$ cat src/rtl/fetch_stage.sv
// Instruction fetch stage: busio read port, 2-entry prefetch queue and
// fetch->decode register, with redirect and stale-read discard.
module fetch_stage #(
    parameter logic [31:0] RESET_VECTOR = 32'h00000000
) (
    input  logic        clk,
    input  logic        reset,
    input  logic        stall,
    input  logic        invalidate,
    input  logic        redirect_valid,
    input  logic [31:0] redirect_address,
    output logic        fetch_request,
    output logic [31:0] fetch_address,
    input  logic        fetch_ack,
    input  logic [31:0] fetch_data,
    output logic        fetch_ready,
    output logic [31:0] instruction_decode,
    output logic [31:0] pc_decode,
    output logic        valid_decode
);

    typedef enum logic {RUN, DRAIN} state_t;

    typedef struct packed {
        logic [31:0] pc;
        logic [31:0] insn;
    } entry_t;

    localparam logic [31:0] RV  = RESET_VECTOR & ~32'h3;
    localparam logic [31:0] NOP = 32'h00000013;

    state_t      state;
    logic [31:0] pc;
    logic [31:0] drain_addr;
    entry_t      fifo [2];
    logic        rd_ptr;
    logic        wr_ptr;
    logic [1:0]  count;
    logic        push;
    logic        pop;

    // Gated by reset so busio sees the request drop as soon as reset asserts
    assign fetch_request = reset && (state == DRAIN || count != 2'd2);
    assign fetch_address = (state == DRAIN) ? drain_addr : pc;
    assign fetch_ready   = (count != 2'd0);

    assign push = (state == RUN) && fetch_request && fetch_ack
                  && !redirect_valid;
    assign pop  = fetch_ready && !stall && !invalidate && !redirect_valid;

    always_ff @(posedge clk or negedge reset) begin
        if (!reset) begin
            state              <= RUN;
            pc                 <= RV;
            drain_addr         <= RV;
            count              <= 2'd0;
            rd_ptr             <= 1'b0;
            wr_ptr             <= 1'b0;
            fifo[0]            <= '0;
            fifo[1]            <= '0;
            valid_decode       <= 1'b0;
            instruction_decode <= NOP;
            pc_decode          <= 32'h0;
        end else begin
            if (redirect_valid) begin
                pc     <= redirect_address & ~32'h3;
                count  <= 2'd0;
                rd_ptr <= 1'b0;
                wr_ptr <= 1'b0;
                // A read still in flight must finish before the new stream
                if (state == RUN && fetch_request && !fetch_ack) begin
                    state      <= DRAIN;
                    drain_addr <= pc;
                end else if (state == DRAIN && fetch_ack) begin
                    state <= RUN;
                end
            end else begin
                if (state == DRAIN && fetch_ack)
                    state <= RUN;
                if (push) begin
                    fifo[wr_ptr] <= '{pc: pc, insn: fetch_data};
                    wr_ptr       <= !wr_ptr;
                    pc           <= pc + 32'd4;
                end
                if (pop)
                    rd_ptr <= !rd_ptr;
                count <= count + {1'b0, push} - {1'b0, pop};
            end

            if (invalidate || redirect_valid) begin
                valid_decode <= 1'b0;
            end else if (!stall) begin
                valid_decode <= fetch_ready;
                if (fetch_ready) begin
                    instruction_decode <= fifo[rd_ptr].insn;
                    pc_decode          <= fifo[rd_ptr].pc;
                end
            end
        end
    end

endmodule

$ cat config.mk
export PLATFORM = sky130hd
export DESIGN_NAME = fetch_stage
export DESIGN_NICKNAME = d
export VERILOG_FILES = /design/src/rtl/fetch_stage.sv
export SDC_FILE = /design/constraint.sdc
export NUM_CORES = 1
export LEC_CHECK = 0
export BUFFER_PORTS_ARGS = -buffer_cell sky130_fd_sc_hd__buf_2
export CAP_MARGIN = 25
export CORE_MARGIN = 2
export CORE_UTILIZATION = 40
export DETAILED_ROUTE_END_ITERATION = 7
export PLACE_DENSITY = 0.61
export SETUP_SLACK_MARGIN = 0.2
export SYNTH_ARGS = -nofsm -noshare
export SYNTH_HDL_FRONTEND = slang
export SYNTH_SLANG_ARGS = --single-unit
$ cat constraint.sdc
create_clock -name clk -period 2.75 [get_ports clk]
set_clock_uncertainty 0.05 [all_clocks]
set_input_delay 0.1375 -clock clk [delete_from_list [all_inputs] [get_ports clk]]
set_output_delay 0.1375 -clock clk [all_outputs]
set_load 0.01 [all_outputs]
Yosys cells after proc, flatten, opt, wreduce, memory -nomap -nowiden:

Cells that the tools add are included.

* add/subtract/negate cells: 3
* order comparisons: 3
* eq/ne operators: 2
* muxes and demuxes: 19
* bitwise gates (word level): 6
* reduce and logical (&&, ||, !) cells: 24

Operator list (number)
* 64-bit 2-to-1 mux: 4
* 128-bit bitwise mux: 1
* 32-bit 2-to-1 mux: 3
* 64-bit demux with 1-bit select: 1
* 32-bit by 3-bit adder with 32-bit output (second input constant): 1
* 1-bit logical AND: 10
* 1-bit 2-to-1 mux: 9
* 1-bit logical NOT: 6
* 2-bit nonzero test: 3
* 2-bit >= comparator (second input constant): 2
* 1-bit inverter: 4
* 1-bit inverter with 2-bit output: 2
* 2-bit AND reduction: 2
* 3-bit AND reduction: 1
* 2-bit by 1-bit adder with 2-bit output: 1
* 1-bit logical OR: 2
* 2-bit by 1-bit < comparator with 1-bit output (second input constant): 1
* 2-bit 2-to-1 mux: 1
* 2-bit by 1-bit inequality test with 1-bit output (second input constant): 1
* 2-bit inequality test (second input constant): 1
* 2-bit by 1-bit subtractor with 2-bit output: 1

* bits in registers: 262
* input port bits: 70
* output and inout port bits: 99
* word-level logic and storage cells: 70

Logic depth before layout (Yosys ltp):

* depth after elaboration: 9
* gate-level depth with buffers: 11
* depth with buffers taken out: 9

Worst setup path before layout:

Ideal clock, no wire load.

* kind: register to register
* from: register count[1]
* to: register count[0]
* library setup time: 0.131 ns
* data arrival time: 2.029 ns
* required time: 2.569 ns
* slack: 0.540 ns
* stages on the path, launching flop included: 11
* path buffers: 2
* period minus slack after synthesis: 2.210 ns
* cells stage by stage: dfrtp_1 -> nor2_1 -> nor2_1 -> nand2_1 -> clkbuf_1 -> clkbuf_1 -> inv_1 -> ha_1 -> inv_1 -> ha_1 -> nor2b_1

* longest elaborated chain between the ends: 9
* elaborated cells on any way between the ends: 13
* those cells by class: add/sub (2); eq/ne (1); mux (1); reduce/logical (9)

RTL lines
* from (decl): RTL line 38 `logic [1:0] count;`
* from (signal assigned): RTL line 87 `count <= count + {1'b0, push} - {1'b0, pop};`
* 2-bit inequality test: RTL line 43 `assign fetch_request = reset && (state == DRAIN || count != 2'd2);`
* 1-bit logical OR: RTL line 43
* 1-bit logical AND: RTL line 43
* 1-bit logical AND (2 in a row): RTL line 47 `assign push = (state == RUN) && fetch_request && fetch_ack`
* 1-bit logical AND: RTL line 48 `&& !redirect_valid;`
* 2-bit by 1-bit adder with 2-bit output: RTL line 87
* 2-bit by 1-bit subtractor with 2-bit output (*): RTL line 87
* 2-bit 2-to-1 mux (*): RTL line 65 `if (redirect_valid) begin`

Every way passes the cells marked *; elsewhere a longest branch is shown, timed or not.
A chain may end at the register's enable or synchronous reset.

Worst setup path after layout:

* from: register pc[5]
* to: register pc[31]

* longest elaborated chain between the ends: 3

RTL lines
* from (decl): RTL line 33 `logic [31:0] pc;`
* from (signal assigned): RTL line 66 `pc <= redirect_address & ~32'h3;`
* from (signal assigned): RTL line 83 `pc <= pc + 32'd4;`
* 32-bit by 3-bit adder with 32-bit output: RTL line 83
* 32-bit 2-to-1 mux: RTL line 80 `if (push) begin`
* 32-bit 2-to-1 mux: RTL line 65

No other way between the ends. The select of a mux whose other input is x is not followed.

==> metrics <==
CTS sink cnt 252; crit path time final 2130 ps; Arr. time, crit path 2540 ps; Slowest cell on crit path dfrtp_1; CTS Buffer Depth 3; Worst Tran Pin Value 851 ps; Antenna Cells 0; Max rail drop VDD 0.518 mV; Reg2Reg Setup Slack 620 ps; Final Max Tran Viols 0; slew margin rel. 0.432; final hold slack 34.2 ps; Starting Density 0.406; drt total wl 24,300 um; Post-synth ARST share 1.00; setup tns final 0 ps; Final Net Count 1,163; GRT Total Usage 0.174; Setup crit end kind flop; initial antenna violation count 0; Vias 7,223; status completed; Mapped Area 10,900 um2; I/O Pins 169; Die Span X 169 um; Residual DRC 0; Filler cells 2,384; layout cells sized above 1 0.375; Peak Freq 469 MHz; final period utilization 0.776; # resized after CTS 0; most common flop cell mapped by yosys dfrtp_1; grt total ovfl 0; Final HPWL DP 15,200 um; Post-CTS Setup Inserts 0; die height 169 um; critical path required time 3150 ps; Tot Pwr 11,100 uW; DP Area 12,100 um2; Hold WC Path Type input port to async pin; max incr delay on CP 510 ps; fin area 13,700 um2; Top delay family on crit path simple AND/OR/NAND/NOR gates; Yosys cell types 43; crit path kind flop to flop; Avg Cell Area, Syn 12.6 um2; Root Buffer clkbuf_16; final hold vios 0; initial drt markers 382; Critical Path, Cell by Cell and4_1 -> and3_2 -> nand4_2 -> or3_1 -> a31oi_1; PD cells 815 nW/um2; pin count of the biggest net entering global routing 159; flops & latches, synth 252; area of the core 27,000 um2; Reg clk slew, reported paths 60 ps; total CTS buffers 27; RSZ-0062 raised after global routing no; CTS tree done; Buf+Inv Stages, Crit Path 0; Max Cap Viol 0; Skew-Pair Late Insertion Delay 540 ps; vias per std cell 4.98; number of routed nets with antenna violations 0; Finished Layout Cells 1,450; CP startpoint kind flop; cell accounting for the most synthesized area dfrtp_1; vias in the first global route 7,613; Mapped Cells 871; highest fanout seen on the critical path 18; area grow syn2layout 24.8%; routed len/inst 16.8 um; PortBufs 162; setup violators final 0; total iterations of the first detailed-routing run 4; Post-Place Cells 1,335; die area 28,700 um2; ranking of synthesized cells by area dfrtp_1 (57%), mux2_2 (18%), mux2i_1 (5.8%); routability cong. 0.736; Post-synth EDFFs 0; Yosys warnings 0; share of the synthesized area in the top cell type 0.569; global-route wire length before repair 40,000 um; H-Tree Depth 1; sequential fraction of the synthesis area 0.576; row cnt 60; Static Leak 0.00624 uW
## cell type report
type,count,area [um2],area share
Clock buffer,44,840,0.0615
Clock inverter,4,23.8,0.00174
Inverter,9,33.8,0.00247
Multi-Input combinational cell,552,4330,0.317
Sequential cell,252,6310,0.462
Tap cell,341,427,0.0312
Timing Repair Buffer,248,1700,0.124
## state kept, by name, indices dropped and copies added (netlist names)
signal	cells
count	2
drain_addr	30
fifo	124
instruction_decode	32
pc	30
pc_decode	30
rd_ptr	1
state	1
valid_decode	1
wr_ptr	1
## final timing paths
check | startpoint | cells after the start | endpoint
worst max-delay path | pc[5] | 5 | pc[31]
worst min-delay path | reset | 2 | drain_addr[22]
worst min register to register | instruction_decode[8] | 2 | instruction_decode[8]
max in group asynchronous | reset | 3 | fifo[23]
min in group clk | redirect_valid | 3 | pc[27]
worst max register to register | pc[5] | 5 | pc[31]
## layer usage
layer / track usage / part of all wire / up-vias
met5: 0 / 0 / -
met1: 0.234 / 0.46 / 3574
met2: 0.292 / 0.48 / 154
met4: 0.0491 / 0.022 / 0
li1: - / - / 3463
met3: 0.0289 / 0.041 / 32
## through the flow
| step | worst slack [ps] | utilization |
|---|---|---|
| 2_1_floorplan | 540 | - |
| 3_3_place_gp | 670 | 0.450 |
| 3_5_place_dp | 635 | 0.450 |
| 4_1_cts | 629 | 0.507 |
| 5_1_grt | 414 | 0.507 |
| 6_report | 617 | 0.507 |
## cell usage after synthesis (all sizes together), types with 3 or more instances
cell type,number
a31oi,3
and2,3
and3,5
buf,38
clkbuf,23
dfrtp,249
dfstp,3
ha,3
inv,8
mux2,180
mux2i,63
nand2,103
nand3,13
nand4,15
nor2,14
nor3,8
o21ai,96
or3,3
xnor2,9
xor2,20
## cell families (layout without fill, tap and decap cells)
kind of cell	count (synthesis)	count (layout)	synth area share
multiplexers	243	243	0.243
other	1	4	0.000342
buffers and inverters	70	305	0.0320
XOR/XNOR	29	29	0.0232
flip-flops	252	252	0.576
AO/OA/AOI/OAI	103	103	0.0482
adder cells (fa/ha/maj)	3	3	0.00343
AND/OR/NAND/NOR	170	170	0.0738
## placed cells by master, fill, tap and decap left out, drive strengths merged, types with 4 or more instances in the layout
cell type and instances:
o21ai 96, nor2 14, nand2 103, nor3 8
conb 4, xor2 20, nand4 15, clkbuf 44
and3 5, dfrtp 249, nand3 13, clkinv 4
buf 181, mux2 180, xnor2 9, dlygate4sd3 67
inv 9, mux2i 63
## where the power goes
| group | total, uW | switching [uW] | internal, uW |
|---|---|---|---|
| Sequential | 5360 | 589 | 4770 |
| Combinational | 2240 | 1020 | 1220 |
| Clock | 3520 | 1460 | 2070 |
| Total | 11100 | 3070 | 8060 |
## repair_timing
item,CTS,global route
hold endpoints to repair,131,0
setup endpoints to repair,0,0
hold buffers,67,0
(Power assumes the default switching activity.)
